==> src/rtl/pipeline_hazard_ctrl_if.sv <==
// rtl/pipeline_hazard_ctrl_if.sv - ID/EX hazard controller bus; HAZARD_PERF_EN adds perf counters
interface pipeline_hazard_ctrl_if #(
  parameter int REG_ADDR_W = 5,
  parameter int FWD_STAGES = 2
);
  localparam int FSEL_W = $clog2(FWD_STAGES + 1);

  logic                  enable;
  logic                  id_valid;
  logic [REG_ADDR_W-1:0] id_rs1;
  logic [REG_ADDR_W-1:0] id_rs2;
  logic                  id_rs1_used;
  logic                  id_rs2_used;
  logic [REG_ADDR_W-1:0] id_rd;
  logic                  id_reg_write;
  logic                  id_mem_read;
  logic                  ex_branch_taken;
  logic                  stall_if_id;
  logic                  bubble_id_ex;
  logic                  flush_if_id;
  logic [FSEL_W-1:0]     fwd_sel_a;
  logic [FSEL_W-1:0]     fwd_sel_b;
`ifdef HAZARD_PERF_EN
  logic [31:0]           perf_stall_cnt;
  logic [31:0]           perf_flush_cnt;
  logic [31:0]           perf_fwd_cnt;
`endif

  modport master (
`ifdef HAZARD_PERF_EN
    input  perf_stall_cnt, perf_flush_cnt, perf_fwd_cnt,
`endif
    output enable, id_valid, id_rs1, id_rs2, id_rs1_used, id_rs2_used,
    output id_rd, id_reg_write, id_mem_read, ex_branch_taken,
    input  stall_if_id, bubble_id_ex, flush_if_id, fwd_sel_a, fwd_sel_b
  );

  modport slave (
`ifdef HAZARD_PERF_EN
    output perf_stall_cnt, perf_flush_cnt, perf_fwd_cnt,
`endif
    input  enable, id_valid, id_rs1, id_rs2, id_rs1_used, id_rs2_used,
    input  id_rd, id_reg_write, id_mem_read, ex_branch_taken,
    output stall_if_id, bubble_id_ex, flush_if_id, fwd_sel_a, fwd_sel_b
  );
endinterface

==> src/rtl/pipeline_hazard_ctrl.sv <==
// rtl/pipeline_hazard_ctrl.sv - shadow-pipeline forwarding, load-use stall and branch squash
// Optional HAZARD_PERF_EN adds stall/flush/forward event counters.
module pipeline_hazard_ctrl #(
  parameter int REG_ADDR_W = 5,
  parameter int FWD_STAGES = 2,
  parameter int LOAD_LAT   = 1
) (
  input  logic                   clk,
  input  logic                   arst_n,
  pipeline_hazard_ctrl_if.slave  bus
);
  localparam int FSEL_W = $clog2(FWD_STAGES + 1);

  typedef struct packed {
    logic                  valid;
    logic [REG_ADDR_W-1:0] rd;
    logic                  reg_write;
    logic                  is_load;
    logic [REG_ADDR_W-1:0] rs1;
    logic [REG_ADDR_W-1:0] rs2;
    logic                  rs1_used;
    logic                  rs2_used;
  } entry_t;

  // stage_q[0] mirrors EX; stage_q[k] is the k-th producer stage after EX.
  entry_t stage_q [FWD_STAGES+1];
  entry_t id_entry;

  logic [FSEL_W-1:0] sel_a;
  logic [FSEL_W-1:0] sel_b;
  logic              load_use;
  logic              branch_flush;

  function automatic logic produces(input entry_t e, input logic [REG_ADDR_W-1:0] src);
    return e.valid && e.reg_write && (e.rd != '0) && (e.rd == src);
  endfunction

  always_comb begin
    id_entry          = '0;
    id_entry.valid    = bus.id_valid;
    if (bus.id_valid) begin
      id_entry.rd        = bus.id_rd;
      id_entry.reg_write = bus.id_reg_write;
      id_entry.is_load   = bus.id_mem_read;
      id_entry.rs1       = bus.id_rs1;
      id_entry.rs2       = bus.id_rs2;
      id_entry.rs1_used  = bus.id_rs1_used;
      id_entry.rs2_used  = bus.id_rs2_used;
    end
  end

  always_comb begin
    sel_a    = '0;
    sel_b    = '0;
    load_use = 1'b0;
    // Walk oldest to youngest so the youngest producer overwrites older ones.
    for (int k = FWD_STAGES; k >= 1; k--) begin
      if (stage_q[0].valid && stage_q[0].rs1_used && produces(stage_q[k], stage_q[0].rs1))
        sel_a = FSEL_W'(k);
      if (stage_q[0].valid && stage_q[0].rs2_used && produces(stage_q[k], stage_q[0].rs2))
        sel_b = FSEL_W'(k);
    end
    for (int j = 0; j < LOAD_LAT; j++) begin
      if (bus.id_valid && stage_q[j].is_load &&
          ((bus.id_rs1_used && produces(stage_q[j], bus.id_rs1)) ||
           (bus.id_rs2_used && produces(stage_q[j], bus.id_rs2))))
        load_use = 1'b1;
    end
  end

  assign branch_flush     = bus.ex_branch_taken & stage_q[0].valid;
  assign bus.flush_if_id  = branch_flush;
  assign bus.stall_if_id  = load_use & ~branch_flush;
  assign bus.bubble_id_ex = load_use | branch_flush;
  assign bus.fwd_sel_a    = sel_a;
  assign bus.fwd_sel_b    = sel_b;

  always_ff @(posedge clk) begin
    if (!arst_n) begin
      for (int k = 0; k <= FWD_STAGES; k++) stage_q[k] <= '0;
    end else if (bus.enable) begin
      for (int k = FWD_STAGES; k >= 1; k--) stage_q[k] <= stage_q[k-1];
      stage_q[0] <= bus.bubble_id_ex ? '0 : id_entry;
    end
  end

`ifdef HAZARD_PERF_EN
  always_ff @(posedge clk) begin
    if (!arst_n) begin
      bus.perf_stall_cnt <= '0;
      bus.perf_flush_cnt <= '0;
      bus.perf_fwd_cnt   <= '0;
    end else if (bus.enable) begin
      if (bus.stall_if_id) bus.perf_stall_cnt <= bus.perf_stall_cnt + 32'd1;
      if (branch_flush)    bus.perf_flush_cnt <= bus.perf_flush_cnt + 32'd1;
      if ((sel_a != '0) || (sel_b != '0)) bus.perf_fwd_cnt <= bus.perf_fwd_cnt + 32'd1;
    end
  end
`endif
endmodule

==> src/flat_wrapper.sv <==
// flat-port wrapper written by rule: the top's interface ports become plain ports
module pipeline_hazard_ctrl_flat 
#(
  parameter int REG_ADDR_W = 5,
  parameter int FWD_STAGES = 2,
  parameter int LOAD_LAT   = 1
)
  (clk, arst_n, bus_enable, bus_id_valid, bus_id_rs1, bus_id_rs2, bus_id_rs1_used, bus_id_rs2_used, bus_id_rd, bus_id_reg_write, bus_id_mem_read, bus_ex_branch_taken, bus_stall_if_id, bus_bubble_id_ex, bus_flush_if_id, bus_fwd_sel_a, bus_fwd_sel_b);
  pipeline_hazard_ctrl_if #(.REG_ADDR_W(REG_ADDR_W), .FWD_STAGES(FWD_STAGES)) bus_i ();
  input  logic clk;
  input  logic arst_n;
  input wire logic [$bits(bus_i.enable)-1:0] bus_enable;
  input wire logic [$bits(bus_i.id_valid)-1:0] bus_id_valid;
  input wire logic [$bits(bus_i.id_rs1)-1:0] bus_id_rs1;
  input wire logic [$bits(bus_i.id_rs2)-1:0] bus_id_rs2;
  input wire logic [$bits(bus_i.id_rs1_used)-1:0] bus_id_rs1_used;
  input wire logic [$bits(bus_i.id_rs2_used)-1:0] bus_id_rs2_used;
  input wire logic [$bits(bus_i.id_rd)-1:0] bus_id_rd;
  input wire logic [$bits(bus_i.id_reg_write)-1:0] bus_id_reg_write;
  input wire logic [$bits(bus_i.id_mem_read)-1:0] bus_id_mem_read;
  input wire logic [$bits(bus_i.ex_branch_taken)-1:0] bus_ex_branch_taken;
  output wire logic [$bits(bus_i.stall_if_id)-1:0] bus_stall_if_id;
  output wire logic [$bits(bus_i.bubble_id_ex)-1:0] bus_bubble_id_ex;
  output wire logic [$bits(bus_i.flush_if_id)-1:0] bus_flush_if_id;
  output wire logic [$bits(bus_i.fwd_sel_a)-1:0] bus_fwd_sel_a;
  output wire logic [$bits(bus_i.fwd_sel_b)-1:0] bus_fwd_sel_b;
  assign bus_i.enable = bus_enable;
  assign bus_i.id_valid = bus_id_valid;
  assign bus_i.id_rs1 = bus_id_rs1;
  assign bus_i.id_rs2 = bus_id_rs2;
  assign bus_i.id_rs1_used = bus_id_rs1_used;
  assign bus_i.id_rs2_used = bus_id_rs2_used;
  assign bus_i.id_rd = bus_id_rd;
  assign bus_i.id_reg_write = bus_id_reg_write;
  assign bus_i.id_mem_read = bus_id_mem_read;
  assign bus_i.ex_branch_taken = bus_ex_branch_taken;
  assign bus_stall_if_id = bus_i.stall_if_id;
  assign bus_bubble_id_ex = bus_i.bubble_id_ex;
  assign bus_flush_if_id = bus_i.flush_if_id;
  assign bus_fwd_sel_a = bus_i.fwd_sel_a;
  assign bus_fwd_sel_b = bus_i.fwd_sel_b;
  pipeline_hazard_ctrl #(.REG_ADDR_W(REG_ADDR_W), .FWD_STAGES(FWD_STAGES), .LOAD_LAT(LOAD_LAT)) u_core (.clk(clk), .arst_n(arst_n), .bus(bus_i));
endmodule
==> config.mk <==
export PLATFORM = sky130hd
export DESIGN_NAME = pipeline_hazard_ctrl_flat
export DESIGN_NICKNAME = d
export VERILOG_FILES = /design/src/rtl/pipeline_hazard_ctrl_if.sv /design/src/rtl/pipeline_hazard_ctrl.sv /design/src/flat_wrapper.sv
export SDC_FILE = /design/constraint.sdc
export NUM_CORES = 1
export LEC_CHECK = 0
export BUFFER_PORTS_ARGS = -buffer_cell sky130_fd_sc_hd__buf_4
export CAP_MARGIN = 20
export CORE_ASPECT_RATIO = 0.75
export CORE_MARGIN = 1.5
export CORE_UTILIZATION = 45
export DETAILED_ROUTE_END_ITERATION = 16
export GPL_TIMING_DRIVEN = 0
export HOLD_SLACK_MARGIN = 0.05
export PLACE_DENSITY = 0.69
export SLEW_MARGIN = 10
export SYNTH_ARGS = -nofsm -noshare
export SYNTH_HDL_FRONTEND = slang
export SYNTH_SLANG_ARGS = --single-unit
==> constraint.sdc <==
create_clock -name clk -period 1.4 [get_ports clk]
set_input_delay 0.14 -clock clk [delete_from_list [all_inputs] [get_ports clk]]
set_output_delay 0.14 -clock clk [all_outputs]
set_load 0.1 [all_outputs]
==> results.json, run 1 <==
{
  "run_status": "finished, violations left",
  "violations": "setup timing",
  "yosys.area.top_type": "edfxtp_1",
  "dr.first_iter.drc_count": 145,
  "fmax_mhz": 482,
  "via_per_inst": 5.52,
  "crit_path_end_kind": "primary output",
  "rows": 19,
  "die_w_um": 76.2,
  "dp_slack_ps": -637,
  "clkLatencyLatePin_ps": 290,
  "die_y_um": 57.9,
  "register_area_mm2": 0.00102,
  "syn_nets": 183,
  "top_register": "u_core.stage_q",
  "drv_cap": 0,
  "cellInternalPower_mw": 1.90,
  "hold_violations": 0,
  "core-area_mm2": 0.00376,
  "ys_warn_count": 0,
  "holdWs_ps": 213,
  "final_cell_count_no_fill": 261,
  "clock_power_share": 0.354,
  "grt_pass1_vias": 1469,
  "use_met1": 0.279,
  "worstPathMaxFanout": 2,
  "die_area_mm2": 0.00441,
  "grt.busiest_layer": "met2",
  "syn_inst": 159,
  "cts_tree": "yes",
  "critPathArrivalTime_ps": 1940,
  "grt_use_met2": 0.387,
  "synthToLayoutAreaGrowth_pct": 43.4,
  "antenna_cells": 0,
  "rsz0062_at_grt": "yes",
  "grt-ovfl-total": 0,
  "hpwl_um": 3100,
  "reg_top3": "u_core.stage_q: 34 flops",
  "nets": 232,
  "tightestPinTransition_ps": 799,
  "ir_drop_mv": 0.548,
  "io_buffers": 30,
  "multi_input_area_um2": 916,
  "setup_viol": 26,
  "synth-seq-area-share": 0.565,
  "cts.clk_slew.worst_paths_ps": 60,
  "synth_area_leaders": "edfxtp_1 (57%), xnor2_1 (12%), a21oi_1 (5.8%)",
  "grt_max_degree": 35,
  "use_met3": 0.0614,
  "worst_setup_path_start_kind": "register",
  "fin_total_pwr_mw": 2.51,
  "required_ps": 1260,
  "vias": 1442,
  "gp_congestion": 0.839,
  "largest_reg_flops": 34,
  "cts_buffers": 5,
  "drc": 0,
  "yosys.area.top_type_share": 0.565,
  "synth-seq-cells": 34,
  "drive_gt1_frac": 0.426,
  "cts.sinks": 34,
  "clock_path_buffers": 2,
  "min_period_over_period": 1.48,
  "start_util": 0.481,
  "maxSlewViolCount": 0,
  "avgSynthCellArea_um2": 11.4,
  "min_path_type": "in -> reg",
  "io_pins": 31,
  "p_sw_mw": 0.602,
  "cts.htree.levels": 2,
  "p_sw_frac": 0.240,
  "postRouteAntennaNets": 0,
  "combPwrFrac": 0.150,
  "fillers": 292,
  "finalWorstSetupSlack_ps": -676,
  "finClkSkew_ps": 4.45,
  "finalSetupTns_ps": -8630,
  "worstSetupPathType": "reg -> out",
  "fin_crit_ps": 2080,
  "powerDensity_mw_per_mm2": 967,
  "leakagePower_nw": 0.992,
  "grt_pass1_wl_um": 7270,
  "dp.cells": 241,
  "drtPass1Iterations": 4,
  "track_usage": 0.223,
  "drt-total-wl_um": 4530,
  "slew_headroom": 0.467,
  "antenna_found_initial": 0,
  "synth_area_mm2": 0.00181,
  "synth_cell_types": 23,
  "wl_per_cell_um": 17.4,
  "clock-root-buffer": "clkbuf_8",
  "seqPwrFrac": 0.496
}
logic make-up after synthesis:
| group | after synthesis | synth area share |
|---|---|---|
| buffers and inverters | 10 | 0.0222 |
| xor gates and xnor gates | 30 | 0.145 |
| AOI/OAI and AO/OA | 25 | 0.0769 |
| DFF | 34 | 0.565 |
| and+or+nand+nor | 60 | 0.190 |
cell usage in the layout (no fill, tap or decap):
| master | n |
|---|---|
| buf_2 | 1 |
| nor4_4 | 1 |
| clkbuf_4 | 2 |
| edfxtp_1 | 34 |
| nand2_1 | 5 |
| xor2_1 | 6 |
| a21oi_4 | 1 |
| nor2_2 | 1 |
| a21oi_2 | 20 |
| a21o_4 | 1 |
| bufinv_16 | 1 |
| nand4_1 | 7 |
| nor2_1 | 1 |
| or4_1 | 1 |
| nor2_4 | 1 |
| nand2b_2 | 1 |
| o211ai_1 | 1 |
| clkbuf_1 | 6 |
| o211ai_4 | 1 |
| clkbuf_16 | 1 |
| o22ai_4 | 1 |
| and3_2 | 1 |
| buf_4 | 32 |
| and3b_4 | 1 |
| nor4_1 | 1 |
| and2_4 | 1 |
| and3_1 | 13 |
| buf_12 | 5 |
| nand3_1 | 20 |
| xnor2_1 | 24 |
| buf_8 | 1 |
| clkbuf_8 | 5 |
| nor3_4 | 2 |
| nor3_1 | 1 |
| or4_4 | 2 |
| buf_6 | 6 |
repair_timing:
item / in CTS / in global routing
endpoints found under the setup margin: 27 / 27
pin swaps: 5 / 13
setup buffers: 7 / 4
cloned: 1 / 1
gates resized for setup: 27 / 17
hold buffers: 0 / 0
stage by stage:
stage / util / instance area, um2
after floorplan: - / 1920
after global placement: 0.589 / 2210
after detailed placement: 0.589 / 2210
after CTS: 0.662 / 2490
after global routing: 0.690 / 2590
final: 0.690 / 2590
power groups by stage:
stage	sequential (mW)	clock [mW]	combinational, mW
after global placement	1.27	0	0.292
after floorplan	1.25	0	0.204
final	1.24	0.886	0.377
after global routing	1.25	0.941	0.409
after detailed placement	1.27	0	0.304
after CTS	1.24	0.886	0.356
cells in the mapped netlist:
cell type and count:
clkbuf_1 8, buf_2 2, xor2_1 6, and3_2 1, and3b_1 1, o22ai_1 1, or4_1 3, nand4_1 7
and2_1 1, nor4_1 2, o211ai_1 1, nand2b_1 1, a21o_1 1, and3_1 13, xnor2_1 24, nor2_1 3
edfxtp_1 34, a21oi_1 21, nand3_1 20, nor3_1 1, o211ai_2 1, nor3_2 2, nand2_1 5
worst paths after layout:
kind	slack, ps	to	start	cells after the start
setup / recovery	-680	bus_fwd_sel_b[1]	u_core.stage_q[0][35]	5
hold reg to reg	620	u_core.stage_q[0][33]	u_core.stage_q[0][13]	1
setup reg to reg	-420	u_core.stage_q[0][8]	u_core.stage_q[0][14]	7
hold / removal	210	u_core.stage_q[0][35]	bus_enable	2
worst max-delay path: stages (launching register included):
cell	delay (ps)
edfxtp_1	400
or4_4	570
o211ai_4	260
nor3_4	80
nor3_4	150
buf_12	200
final cells by class:
cell class / instances / area share
Clock buffer: 7 / 0.0295
Buffer: 9 / 0.0222
Sequential cell: 34 / 0.394
Timing Repair Buffer: 43 / 0.164
Clock inverter: 1 / 0.0116
Multi-Input combinational cell: 115 / 0.353
Tap cell: 52 / 0.0251
layer usage:
layer | vias up | routed length [um]
li1 | 692 | -
met1 | 703 | 1940
met2 | 43 | 2280
met3 | 4 | 264
met4 | 0 | 43
met5 | - | 0
Note: power is estimated with default switching activity, not from simulation.
==> run 2, diff against run 1 <==
--- a/config.mk
+++ b/config.mk
@@ -14,7 +14,7 @@
 export GPL_TIMING_DRIVEN = 0
 export HOLD_SLACK_MARGIN = 0.05
 export PLACE_DENSITY = 0.69
-export SLEW_MARGIN = 10
+export SLEW_MARGIN = 20
 export SYNTH_ARGS = -nofsm -noshare
 export SYNTH_HDL_FRONTEND = slang
 export SYNTH_SLANG_ARGS = --single-unit
==> constraint.sdc (replaced) <==
create_clock -name clk -period 1.75 [get_ports clk]
set_input_delay 0.175 -clock clk [delete_from_list [all_inputs] [get_ports clk]]
set_output_delay 0.175 -clock clk [all_outputs]
set_load 0.1 [all_outputs]
==> run 2 against run 1 <==
  * The run still ends with setup timing left
  * Cell area is 4.5% lower
  * Non-clock buffer count rose by 1
  * Combinational power decreased by 23%
  * Largest cell class unchanged
  * Hold slack gained 36 ps
  * Setup slack improved by 300 ps
  * Core utilization shrank 3.1 points
  * Die area is the same
  * Routed wire length decreased by 1.9%
  * Cell count rose by 0.38%
  * Count of clock-buffer cells in the layout shrank 1
  * Clock skew is 1.1 ps lower
==> results.json, run 2 (same netlist as run 1, synthesis figures left out) <==
{
  "track_usage": 0.211,
  "required_ps": 1570,
  "min_period_over_period": 1.21,
  "rr_worst_depth": 7,
  "layout_commonest_cell": "buf_4",
  "clock-root-buffer": "clkbuf_8",
  "fin_crit_ps": 2130,
  "io_pins": 31,
  "worstPathMaxFanout": 2,
  "worst_setup_path_start_kind": "register",
  "run_status": "finished, violations left",
  "leakagePower_nw": 0.996,
  "vias": 1443,
  "ir_drop_mv": 0.589,
  "cts.sinks": 34,
  "finClkSkew_ps": 3.30,
  "reg2reg_from": "u_core.stage_q[0][19]",
  "grt_max_degree": 35,
  "via_per_inst": 5.51,
  "crit_slowest_cell": "or4_4",
  "hold_violations": 0,
  "crit_family": "simple AND/OR/NAND/NOR gates",
  "rsz0062_at_grt": "yes",
  "cts.htree.levels": 2,
  "core-area_mm2": 0.00376,
  "path_cells": "or4_4 -> o211ai_4 -> nor3_4 -> nor3_4 -> buf_12",
  "postRouteAntennaNets": 0,
  "crit_start": "u_core.stage_q[0][36]",
  "crit_end": "bus_fwd_sel_b[1]",
  "rows": 19,
  "wl_per_cell_um": 17.0,
  "finalSetupTns_ps": -1680,
  "reg_top3": "u_core.stage_q: 34 flops",
  "slew_headroom": 0.461,
  "antenna_found_initial": 0,
  "fin_util": 0.659,
  "crit_path_end_kind": "primary output",
  "holdWs_ps": 249,
  "path_buf_inv": 1,
  "fmax_mhz": 471,
  "drtPass1Iterations": 4,
  "worstSetupPathType": "reg -> out",
  "top_register": "u_core.stage_q",
  "grt_pass1_vias": 1506,
  "path_common_cell": "nor3_4",
  "nets": 233,
  "cts_tree": "yes",
  "grt_pass1_wl_um": 7080,
  "synthToLayoutAreaGrowth_pct": 36.9,
  "gp_congestion": 0.944,
  "cp.depth": 5,
  "tightestPinTransition_ps": 809,
  "setup_viol": 6,
  "r2r_end": "u_core.stage_q[0][15]",
  "start_util": 0.481,
  "largest_reg_flops": 34,
  "powerDensity_mw_per_mm2": 746,
  "grt-ovfl-total": 0,
  "cts_hold_repair.buffers": 0,
  "cts_buffers": 5,
  "cts.clk_slew.worst_paths_ps": 70,
  "drc": 0,
  "dp_slack_ps": -242,
  "min_path_type": "in -> reg",
  "violations": "setup timing",
  "cp_slowest_stage_delay_ps": 540,
  "clkLatencyLatePin_ps": 290,
  "drive_gt1_frac": 0.367,
  "layout_common_cells": "buf_4 (40), edfxtp_1 (34), xnor2_1 (22)",
  "dp.cells": 241,
  "rrSetupSlack_ps": 30,
  "antenna_cells": 0,
  "drt-total-wl_um": 4440,
  "clock_path_buffers": 2,
  "die_w_um": 76.2,
  "drv_cap": 0,
  "fillers": 301,
  "dr.first_iter.drc_count": 79,
  "critPathArrivalTime_ps": 1950,
  "die_y_um": 57.9,
  "die_area_mm2": 0.00441,
  "io_buffers": 30,
  "final_cell_count_no_fill": 262,
  "finalWorstSetupSlack_ps": -375,
  "maxSlewViolCount": 0,
  "hpwl_um": 3070
}
[run 2: cell types whose count changed in the layout (fill, tap and decap cells not counted), sizes merged]
cell,before,now
clkinv,0,2
bufinv,1,0
buf,45,47
clkbuf,14,12
[run 2: where the power goes]
group	internal, mW	switching [mW]	total [mW]
Sequential	0.949	0.0480	0.997
Clock	0.273	0.283	0.557
Combinational	0.144	0.148	0.292
[run 2: metal layers]
metal,GRT usage,part of all wire
met5,0,0
met4,0.0661,0.018
met3,0.0551,0.043
met2,0.391,0.51
met1,0.243,0.43
[run 2: worst min-delay path by stage]
stage / slack (ps) / cells past startpoint / start / endpoint
2_1_floorplan: 400 / 1 / bus_enable / u_core.stage_q[0][34]
3_3_place_gp: 530 / 3 / bus_id_rd[3] / u_core.stage_q[0][17]
3_5_place_dp: 540 / 2 / bus_enable / u_core.stage_q[0][37]
4_1_cts: 250 / 2 / bus_enable / u_core.stage_q[0][35]
5_1_grt: 260 / 2 / bus_enable / u_core.stage_q[0][35]
6_report: 250 / 2 / bus_enable / u_core.stage_q[0][35]
[run 2: area by class of cell]
cell class	instances	area, um2	area share
buffer	10	55.1	0.0223
tap	52	65.1	0.0263
sequential	34	1020	0.413
multi-input combinational	115	858	0.347
timing repair buffer	43	393	0.159
clock inverter	2	8.76	0.00354
clock buffer	6	72.6	0.0293
[run 2: metrics by stage]
stage | instance area, um2 | total power, mW
3_3_place_gp | 2140 | 1.24
6_report | 2470 | 1.85
5_1_grt | 2470 | 1.91
4_1_cts | 2410 | 1.82
2_1_floorplan | 1850 | 1.15
3_5_place_dp | 2140 | 1.25
[run 2: timing repair]
action / CTS / global route
gates cloned: 0 / 1
gates resized for setup: 25 / 24
pin swaps: 13 / 5
buffers inserted: 11 / 1
endpoints found under the hold margin: 0 / 0
endpoints found under the setup margin: 14 / 26
[run 2: worst register-to-register path, stage by stage, from the launching register on]
cell,delay (ps)
edfxtp_1,470
buf_4,180
buf_4,130
and2_2,220
nor2_4,130
buf_4,180
nand3_1,100
a21oi_1,160
